===== src/rtl/pte_ad_writeback_pkg.sv =====
// pte_ad_writeback_pkg: Sv39 PTE layout, bit indices, FSM state codes and fault/A-D helpers
// shared by the PTE A/D writeback block.
package pte_ad_writeback_pkg;

  localparam int PTE_V = 0;
  localparam int PTE_R = 1;
  localparam int PTE_W = 2;
  localparam int PTE_X = 3;
  localparam int PTE_U = 4;
  localparam int PTE_G = 5;
  localparam int PTE_A = 6;
  localparam int PTE_D = 7;

  typedef struct packed {
    logic [9:0]  rsvd;
    logic [43:0] ppn;
    logic [1:0]  rsw;
    logic        d;
    logic        a;
    logic        g;
    logic        u;
    logic        x;
    logic        w;
    logic        r;
    logic        v;
  } pte_t;

  localparam logic [2:0] S_IDLE  = 3'd0;
  localparam logic [2:0] S_CHECK = 3'd1;
  localparam logic [2:0] S_WRITE = 3'd2;
  localparam logic [2:0] S_WACK  = 3'd3;
  localparam logic [2:0] S_RESP  = 3'd4;
  localparam logic [2:0] S_RD    = 3'd5;
  localparam logic [2:0] S_RWAIT = 3'd6;

  function automatic logic pte_fault(input pte_t p, input logic store);
    return !p.v || (!p.r && p.w) || (!p.r && !p.x) || (store && !p.w);
  endfunction

  function automatic pte_t pte_set_ad(input pte_t p, input logic store);
    pte_t n;
    n   = p;
    n.a = 1'b1;
    n.d = p.d | store;
    return n;
  endfunction

endpackage


===== src/rtl/pte_ad_writeback_encode.sv =====
// pte_encode: packs a pte_t into the raw 64-bit Sv39 PTE image, the inverse of the decode path.
module pte_encode
  import pte_ad_writeback_pkg::*;
(
  input  pte_t        pte,
  output logic [63:0] raw
);

  always_comb begin
    raw        = {pte.rsvd, pte.ppn, pte.rsw, 8'h00};
    raw[PTE_V] = pte.v;
    raw[PTE_R] = pte.r;
    raw[PTE_W] = pte.w;
    raw[PTE_X] = pte.x;
    raw[PTE_U] = pte.u;
    raw[PTE_G] = pte.g;
    raw[PTE_A] = pte.a;
    raw[PTE_D] = pte.d;
  end

endmodule


===== src/rtl/pte_ad_writeback.sv =====
// pte_ad_writeback: sets A (and D on stores) in a leaf Sv39 PTE and writes byte 0 back to memory.
// Optional PTE_AD_ATOMIC_EN re-reads the PTE from memory before writing to close software-edit races.
module pte_ad_writeback
  import pte_ad_writeback_pkg::*;
#(
  parameter int PADDR_WIDTH = 56,
  parameter int MEM_LAT_MAX = 255
) (
  input  logic                   clk,
  input  logic                   rstn,
  input  logic                   req_valid,
  output logic                   req_ready,
  input  logic [PADDR_WIDTH-1:0] req_addr,
  input  logic [63:0]            req_pte,
  input  logic                   req_store,
  output logic                   mem_req_valid,
  input  logic                   mem_req_ready,
  output logic                   mem_we,
  output logic [PADDR_WIDTH-1:0] mem_addr,
  output logic [63:0]            mem_wdata,
  output logic [7:0]             mem_wmask,
  input  logic                   mem_resp_valid,
  input  logic [63:0]            mem_rdata,
  output logic                   done_valid,
  input  logic                   done_ready,
  output logic [63:0]            done_pte,
  output logic                   done_fault
);

  localparam int CW = $clog2(MEM_LAT_MAX + 1);

  logic [2:0]             state;
  logic [PADDR_WIDTH-1:0] addr_q;
  pte_t                   pte_q;
  logic                   store_q;
  logic [CW-1:0]          cnt;
  logic [63:0]            done_pte_q;
  logic                   done_fault_q;
  logic [63:0]            new_raw;
  logic                   fault;
  logic                   skip;
  logic                   timeout;

  pte_encode u_encode (
    .pte (pte_set_ad(pte_q, store_q)),
    .raw (new_raw)
  );

  assign fault   = pte_fault(pte_q, store_q);
  assign skip    = pte_q.a && (!store_q || pte_q.d);
  assign timeout = cnt == CW'(MEM_LAT_MAX);

`ifdef PTE_AD_ATOMIC_EN
  logic verified_q;
`else
  logic unused_rdata;
  assign unused_rdata = ^mem_rdata;
`endif

  // All memory-side outputs decode from registered state so an async reset drops them at once.
  assign req_ready     = state == S_IDLE;
  assign mem_req_valid = state == S_WRITE || state == S_RD;
  assign mem_we        = state == S_WRITE;
  assign mem_addr      = mem_req_valid ? addr_q : '0;
  assign mem_wdata     = mem_we ? new_raw : '0;
  assign mem_wmask     = mem_we ? 8'h01 : mem_req_valid ? 8'hFF : 8'h00;
  assign done_valid    = state == S_RESP;
  assign done_pte      = done_pte_q;
  assign done_fault    = done_fault_q;

  always_ff @(posedge clk or negedge rstn) begin
    if (!rstn) begin
      state        <= S_IDLE;
      addr_q       <= '0;
      pte_q        <= '0;
      store_q      <= 1'b0;
      cnt          <= '0;
      done_pte_q   <= '0;
      done_fault_q <= 1'b0;
`ifdef PTE_AD_ATOMIC_EN
      verified_q   <= 1'b0;
`endif
    end else begin
      case (state)
        S_IDLE: if (req_valid) begin
          addr_q  <= req_addr;
          pte_q   <= pte_t'(req_pte);
          store_q <= req_store;
          state   <= S_CHECK;
`ifdef PTE_AD_ATOMIC_EN
          verified_q <= 1'b0;
`endif
        end
        S_CHECK: begin
          cnt <= '0;
          if (fault || skip) begin
            done_pte_q   <= pte_q;
            done_fault_q <= fault;
            state        <= S_RESP;
          end
`ifdef PTE_AD_ATOMIC_EN
          else state <= verified_q ? S_WRITE : S_RD;
`else
          else state <= S_WRITE;
`endif
        end
        S_WRITE: if (mem_req_ready) begin
          cnt   <= '0;
          state <= S_WACK;
        end else if (timeout) begin
          done_pte_q   <= pte_q;
          done_fault_q <= 1'b1;
          state        <= S_RESP;
        end else cnt <= cnt + 1'b1;
        S_WACK: if (mem_resp_valid) begin
          done_pte_q   <= new_raw;
          done_fault_q <= 1'b0;
          state        <= S_RESP;
        end else if (timeout) begin
          done_pte_q   <= pte_q;
          done_fault_q <= 1'b1;
          state        <= S_RESP;
        end else cnt <= cnt + 1'b1;
`ifdef PTE_AD_ATOMIC_EN
        S_RD: if (mem_req_ready) begin
          cnt   <= '0;
          state <= S_RWAIT;
        end else if (timeout) begin
          done_pte_q   <= pte_q;
          done_fault_q <= 1'b1;
          state        <= S_RESP;
        end else cnt <= cnt + 1'b1;
        // The fresh copy goes back through CHECK so fault and already-set rules apply to it.
        S_RWAIT: if (mem_resp_valid) begin
          pte_q      <= pte_t'(mem_rdata);
          verified_q <= 1'b1;
          state      <= S_CHECK;
        end else if (timeout) begin
          done_pte_q   <= pte_q;
          done_fault_q <= 1'b1;
          state        <= S_RESP;
        end else cnt <= cnt + 1'b1;
`endif
        S_RESP: if (done_ready) begin
          done_pte_q   <= '0;
          done_fault_q <= 1'b0;
          state        <= S_IDLE;
        end
        default: state <= S_IDLE;
      endcase
    end
  end

endmodule


===== config.mk =====
export PLATFORM = sky130hd
export DESIGN_NAME = pte_ad_writeback
export DESIGN_NICKNAME = d
export VERILOG_FILES = /design/src/rtl/pte_ad_writeback_pkg.sv /design/src/rtl/pte_ad_writeback_encode.sv /design/src/rtl/pte_ad_writeback.sv
export SDC_FILE = /design/constraint.sdc
export NUM_CORES = 1
export LEC_CHECK = 0
export ABC_CLOCK_PERIOD_IN_PS = 2400
export BUFFER_PORTS_ARGS = -buffer_cell sky130_fd_sc_hd__buf_2
export CAP_MARGIN = 30
export CELL_PAD_IN_SITES_DETAIL_PLACEMENT = 0
export CELL_PAD_IN_SITES_GLOBAL_PLACEMENT = 1
export CORE_ASPECT_RATIO = 0.9
export CORE_MARGIN = 5
export CORE_UTILIZATION = 36
export DETAILED_ROUTE_END_ITERATION = 10
export MAX_ROUTING_LAYER = met4
export PLACE_DENSITY_LB_ADDON = 0.1
export SYNTH_ARGS = -nofsm -noshare
export SYNTH_HDL_FRONTEND = slang
export SYNTH_SLANG_ARGS = --single-unit

===== constraint.sdc =====
create_clock -name clk -period 2.4 [get_ports clk]
set_clock_uncertainty 0.2 [all_clocks]
set_input_delay 0.48 -clock clk [delete_from_list [all_inputs] [get_ports clk]]
set_output_delay 0.48 -clock clk [all_outputs]
set_load 0.02 [all_outputs]

==> results of run 1 <==
[stage by stage]
stage | std cells | hold WS (ns) | setup WS (ns) | area [sq um]
after CTS | 1453 | 0.0224 | -0.113 | 12200
final | 1469 | 0.0438 | -0.0676 | 12700
after floorplan | 775 | -0.0156 | 0.0626 | 9070
after global placement | 1412 | 0.262 | 0.268 | 11100
after global routing | 1469 | 0.0387 | -0.144 | 12700
after detailed placement | 1412 | 0.263 | 0.254 | 11100
[per-layer routing]
layer  vias to the layer above  part of all wire [%]
met5                         -                     0
met4                         0                  0.63
met3                         8                   8.3
met2                       222                    46
met1                      3405                    45
li1                       3249                     -
[registers in the layout, indices dropped and copies added (netlist names)]
name and count:
done_pte 64, pte_q 64, state 3, store_q 1
done_fault 1, cnt 8, addr_q 56
[synth_stat cells, types with 3 or more instances]
master / instances / area (sq um)
buf_12: 7 / 140
buf_4: 14 / 105
dfrtp_1: 197 / 4930
clkbuf_1: 25 / 93.8
and2_1: 59 / 369
inv_1: 67 / 251
nand2b_1: 3 / 18.8
mux2_2: 120 / 1350
nand2_1: 76 / 285
buf_2: 12 / 60.1
mux2i_1: 64 / 641
nor2_1: 10 / 37.5
o21ai_0: 9 / 45.0
a22o_1: 3 / 26.3
nand3_1: 7 / 35.0
and3_1: 64 / 400
nor2b_1: 3 / 18.8
a21oi_1: 8 / 40.0
[power groups by stage]
| stage | Clock, mW | Sequential [mW] | Combinational (mW) |
|---|---|---|---|
| floorplan | 0 | 6.37 | 4.80 |
| global placement | 0 | 5.91 | 7.53 |
| detailed placement | 0 | 5.96 | 7.59 |
| CTS | 2.88 | 5.91 | 8.14 |
| global route | 3.02 | 6.19 | 9.42 |
| finish | 2.78 | 5.95 | 8.72 |
[final timing paths]
kind / start / to / slack [ns] / cells past startpoint
max: state[1] / mem_addr[2] / -0.07 / 6
min: done_ready / state[2] / 0.04 / 2
max reg2reg: state[1] / done_pte[12] / 0.12 / 7
min reg2reg: addr_q[38] / addr_q[38] / 0.30 / 1
max in group asynchronous: rstn / addr_q[39] / 0.96 / 3
min in group asynchronous: rstn / pte_q[52] / 0.35 / 2
[logic make-up (layout without fill, tap and decap cells)]
family / count (synthesis) / after routing / synth area share (%)
AOI/OAI and AO/OA: 40 / 40 / 3.05
xor gates and xnor gates: 1 / 1 / 0.0965
adders and majority gates: 1 / 1 / 0.138
buffers and inverters: 125 / 470 / 7.17
DFF: 197 / 197 / 54.3
muxes: 184 / 184 / 22.0
other: 0 / 7 / 0
and+or+nand+nor: 227 / 227 / 13.3
[layout make-up]
cell class | count | area, sq um | area share [%]
tap | 342 | 428 | 3.38
multi-input combinational | 453 | 3660 | 28.9
antenna | 7 | 17.5 | 0.138
timing repair buffer | 371 | 2810 | 22.2
inverter | 67 | 251 | 1.99
clock buffer | 20 | 447 | 3.53
sequential | 197 | 4930 | 39.0
clock inverter | 12 | 115 | 0.909
[what timing repair did]
action | CTS | global route
hold endpoints to repair | 44 | 0
pin swaps | 2 | 40
resized for setup | 129 | 104
setup endpoints to repair | 120 | 127
setup buffers | 6 | 2
hold buffers | 1 | 0
cloned | 2 | 8
==> metrics.md, run 1 <==
| Metric | Value |
|---|---|
| Cell Pwr Density | `1380 nW/um^2` |
| Int Power | `10.6 mW` |
| Synth cell types | `38` |
| Max-Cap Viols | `0` |
| P_sw | `6.88 mW` |
| CP endpoint kind | `output port` |
| DRT Wirelength | `27,800 um` |
| RSZ-0062 raised after global routing | `yes` |
| Drt drc | `0` |
| Outcome | `finished, violations left` |
| Vias per cell | `4.69` |
| Fraction of layout cells with a size suffix above 1 | `51.9%` |
| Flops & latches, synth | `197` |
| CP Data Required Time | `1.72 ns` |
| Mapped cell area | `9070 sq um` |
| Die area | `28,500 sq um` |
| CTS tree | `built` |
| Peak supply drop | `0.466 mV` |
| Sequential area share after synthesis | `54.3%` |
| Vias in the first global route | `7,214` |
| Prevailing post-synth register cell | `dfrtp_1` |
| Clk pwr share | `15.9%` |
| Global-route met3 utilization | `7.01%` |
| Max incr delay on CP | `0.47 ns` |
| TritonCTS Buffers | `17` |
| Final Worst Setup Slack | `-0.0676 ns` |
| Initial antenna violation count | `7` |
| Starting Density | `36.3%` |
| Static Leak | `6.75 nW` |
| Drt first pass iters | `4` |
| Setup_tns | `-3.73 ns` |
| CTS root buffer | `clkbuf_16` |
| GR peak layer | `met2` |
| Cells after Synth | `775` |
| Vias post-DR | `6,884` |
| Period utilization | `103%` |
| Crit path max fanout | `8` |
| Util after Layout | `50.7%` |
| Final setup fails | `99` |
| Fmax | `0.405 GHz` |
| CP arrival | `1.79 ns` |
| Critical Path Source Type | `register` |
| Clk slew on worst S/H paths | `0.08 ns` |
| Ys async rst share | `100%` |
| Pwr Total | `17.5 mW` |
| Core region area | `25,000 sq um` |
| Fill count | `2,415` |
| Area grow syn2layout | `39.5%` |
| Failing checks | `negative setup slack` |
| Commonest non-fill, non-tap cells in the layout | `218 x buf_2, 196 x dfrtp_1, 120 x mux2_2` |
| Commonest non-fill, non-tap cell in the layout | `buf_2` |
| Synthesis warning total | `0` |
| Final net count | `1,299` |
| CTS Buffer Depth | `2` |
| Combinational share of power | `50.0%` |
| First-pass GRT wire length | `41,200 um` |
| Routability Congestion | `0.784` |
| ANT nets after route | `0` |
| Most frequent CP cell | `buf_6` |
| Total gr overflow | `0` |
| Avg Cell Area, Syn | `11.7 sq um` |
| WL/cell | `18.9 um` |
| CTS sink cnt | `197` |
| Total track usage | `19.0%` |
| Switching Share | `39.4%` |
| Buffers & Inverters on Critical Path | `4` |
| Met2 usage | `28.2%` |
| Hold/Removal Path Class | `in -> reg` |
| Post-route minimum period | `2.47 ns` |
| CTS H-tree lvls | `4` |
| Ports | `388` |
| Largest net degree at the start of global routing | `58` |
| Dpl hpwl | `18,300 um` |
| Fin. max-slew vios | `0` |
| Initial DRC Count | `272` |
| Final hold vios | `0` |
| Crit-path cells | `buf_6 -> o22ai_4 -> buf_12 -> clkbuf_16 -> and2_1 -> buf_6` |
| Max-Slew Margin vs Limit | `70.3%` |
| Cell row count | `55` |
| CP top delay family | `buffers and inverters` |
| Seq pwr share | `34.1%` |
| EDFF count, synth | `0` |
| Worst-Margin Slew | `0.445 ns` |
| M1 GR Usage | `25.5%` |
| Clk_lat worst skew | `0.43 ns` |
| CP max-delay cell | `dfrtp_2` |
| Horiz. Die Dim | `177 um` |
| Die Span Y | `161 um` |
| I/O Buffers | `323` |
| Crit Path Class | `reg -> out` |
| Post-synth net total | `967` |
Power figures use the tool's default switching activity.
==> run 2, diff against run 1 <==
--- a/config.mk
+++ b/config.mk
@@ -12,7 +12,8 @@
 export CELL_PAD_IN_SITES_GLOBAL_PLACEMENT = 1
 export CORE_ASPECT_RATIO = 0.9
 export CORE_MARGIN = 5
-export CORE_UTILIZATION = 36
+export CORE_UTILIZATION = 37
+export CTS_BUF_LIST = sky130_fd_sc_hd__clkbuf_8
 export DETAILED_ROUTE_END_ITERATION = 10
 export MAX_ROUTING_LAYER = met4
 export PLACE_DENSITY_LB_ADDON = 0.1
==> run 2 against run 1 <==
The run still ends with negative setup slack left. Worst setup slack lost 0.053 ns. Fmax shrank 2.1%. Sequential share of layout area grew 0.27 points. Sequential cell count is the same. Die area shrank 2.5%. Total power shrank 4.6%. Sequential power is essentially flat. Clock power shrank 26%. Global-route usage grew 0.47 points. Register-to-register slack is essentially flat. Worst hold slack lost 0.0024 ns. Core utilization grew 1.3 points. Critical path type unchanged. Largest cell class unchanged.
==> metrics.md, run 2 (synthesis gave the netlist of run 1 again) <==
| Metric | Value |
|---|---|
| Outcome | `finished, violations left` |
| Failing checks | `negative setup slack` |
| Max-Slew Margin vs Limit | `68.2%` |
| Core region area | `24,200 sq um` |
| Util after Layout | `52.0%` |
| Final hold vios | `0` |
| Drt first pass iters | `4` |
| CTS tree | `built` |
| RSZ-0062 raised after global routing | `yes` |
| Final net count | `1,317` |
| ANT nets after route | `0` |
| I/O Buffers | `323` |
| First-pass GRT wire length | `41,000 um` |
| TritonCTS Buffers | `17` |
| Commonest non-fill, non-tap cells in the layout | `203 x buf_2, 195 x dfrtp_1, 120 x mux2_2` |
| Fin. max-slew vios | `0` |
| CTS sink cnt | `197` |
| Setup_tns | `-8.63 ns` |
| Total track usage | `19.5%` |
| Crit path max fanout | `7` |
| Levels on crit path | `6` |
| CP arrival | `1.84 ns` |
| Buffers & Inverters on Critical Path | `4` |
| Post-route minimum period | `2.52 ns` |
| Initial antenna violation count | `5` |
| Die area | `27,800 sq um` |
| Fill count | `2,267` |
| Cells on worst reg2reg path | `6` |
| Cell Pwr Density | `1320 nW/um^2` |
| Dpl hpwl | `18,400 um` |
| Cell row count | `54` |
| Ports | `388` |
| DRT Wirelength | `27,000 um` |
| Horiz. Die Dim | `175 um` |
| Initial DRC Count | `369` |
| Final Worst Setup Slack | `-0.120 ns` |
| Crit-path cells | `buf_6 -> o22ai_4 -> buf_12 -> buf_16 -> and2_4 -> buf_6` |
| Worst Hold Depth | `2` |
| Die Span Y | `159 um` |
| Total gr overflow | `0` |
| Vias post-DR | `6,917` |
| WL/cell | `18.6 um` |
| CP Data Required Time | `1.72 ns` |
| Register Area | `4930 sq um` |
| Max-Cap Viols | `0` |
| Peak supply drop | `0.574 mV` |
| Hold/Removal Path Class | `in -> reg` |
| Drt drc | `0` |
| CP endpoint kind | `output port` |
| Routability Congestion | `0.775` |
| Worst-Margin Slew | `0.477 ns` |
| Max incr delay on CP | `0.47 ns` |
| CTS H-tree lvls | `4` |
| CP top delay family | `buffers and inverters` |
| Crit Path Class | `reg -> out` |
| CP max-delay cell | `dfrtp_2` |
| Critical Path Source Type | `register` |
| Clk_lat worst skew | `0.46 ns` |
| Starting Density | `37.5%` |
| CTS root buffer | `clkbuf_8` |
| Commonest non-fill, non-tap cell in the layout | `buf_2` |
| Fmax | `0.397 GHz` |
| Most frequent CP cell | `buf_6` |
| Vias per cell | `4.77` |
| CTS Buffer Depth | `2` |
| Multi-input gate area | `3650 sq um` |
| Fraction of layout cells with a size suffix above 1 | `50.5%` |
| Period utilization | `105%` |
| Clk slew on worst S/H paths | `0.11 ns` |
| Final setup fails | `126` |
| Area grow syn2layout | `38.6%` |
| Vias in the first global route | `7,177` |
| Largest net degree at the start of global routing | `52` |
| Static Leak | `6.67 nW` |
[run 2: stage by stage]
step / hold slack, ns / instance area [sq um] / instances / total power [mW] / setup slack (ns)
after floorplan: -0.0156 / 9070 / 775 / 11.2 / 0.0626
after global placement: 0.280 / 11100 / 1383 / 13.5 / 0.184
after detailed placement: 0.287 / 11100 / 1383 / 13.6 / 0.189
after CTS: 0.000552 / 12000 / 1434 / 16.4 / -0.202
after global routing: 0.000478 / 12600 / 1450 / 17.8 / -0.228
final: 0.0414 / 12600 / 1451 / 16.6 / -0.120
[run 2: final cells by class]
class,count,area share (%)
sequential,197,39.2
antenna,6,0.119
tap,308,3.06
multi-input combinational,453,29.0
clock buffer,17,1.86
clock inverter,14,1.03
inverter,67,2.00
timing repair buffer,389,23.7
[run 2: power by group]
group | total (mW) | leakage [nW] | switching (mW) | internal (mW)
logic | 8.66 | 4.13 | 4.49 | 4.17
registers | 5.92 | 2.37 | 0.952 | 4.97
clock network | 2.06 | 0.175 | 1.23 | 0.830
[run 2: final timing paths]
check                      slack, ns            to         from
max                            -0.12  mem_addr[28]     state[1]
min reg2reg                     0.31    addr_q[53]   addr_q[53]
max in group asynchronous       0.99   done_pte[1]         rstn
min                             0.04     pte_q[29]  req_pte[29]
min in group asynchronous       0.35  done_pte[29]         rstn
max reg2reg                     0.13     pte_q[37]     state[0]
[run 2: timing repair]
action / in CTS / in global routing
hold buffers: 8 / 4
gates resized for setup: 92 / 151
gates cloned: 5 / 1
endpoints found under the setup margin: 128 / 133
setup buffers: 7 / 7
pin swaps: 3 / 27
endpoints found under the hold margin: 52 / 4
[run 2: worst reg2reg max path, stage by stage (launching register included)]
cell and delay [ns]:
dfrtp_2 0.44, buf_6 0.13, buf_4 0.13, nor3_1 0.27
and2_4 0.33, buf_12 0.26, mux2_2 0.39
[run 2: layer usage]
layer | global-route usage [%] | up-vias | routed length [um]
met5 | - | - | 0
met4 | 4.38 | 0 | 240
met3 | 6.98 | 14 | 2140
met2 | 30.3 | 220 | 12600
met1 | 24.9 | 3403 | 12000
li1 | - | 3280 | -
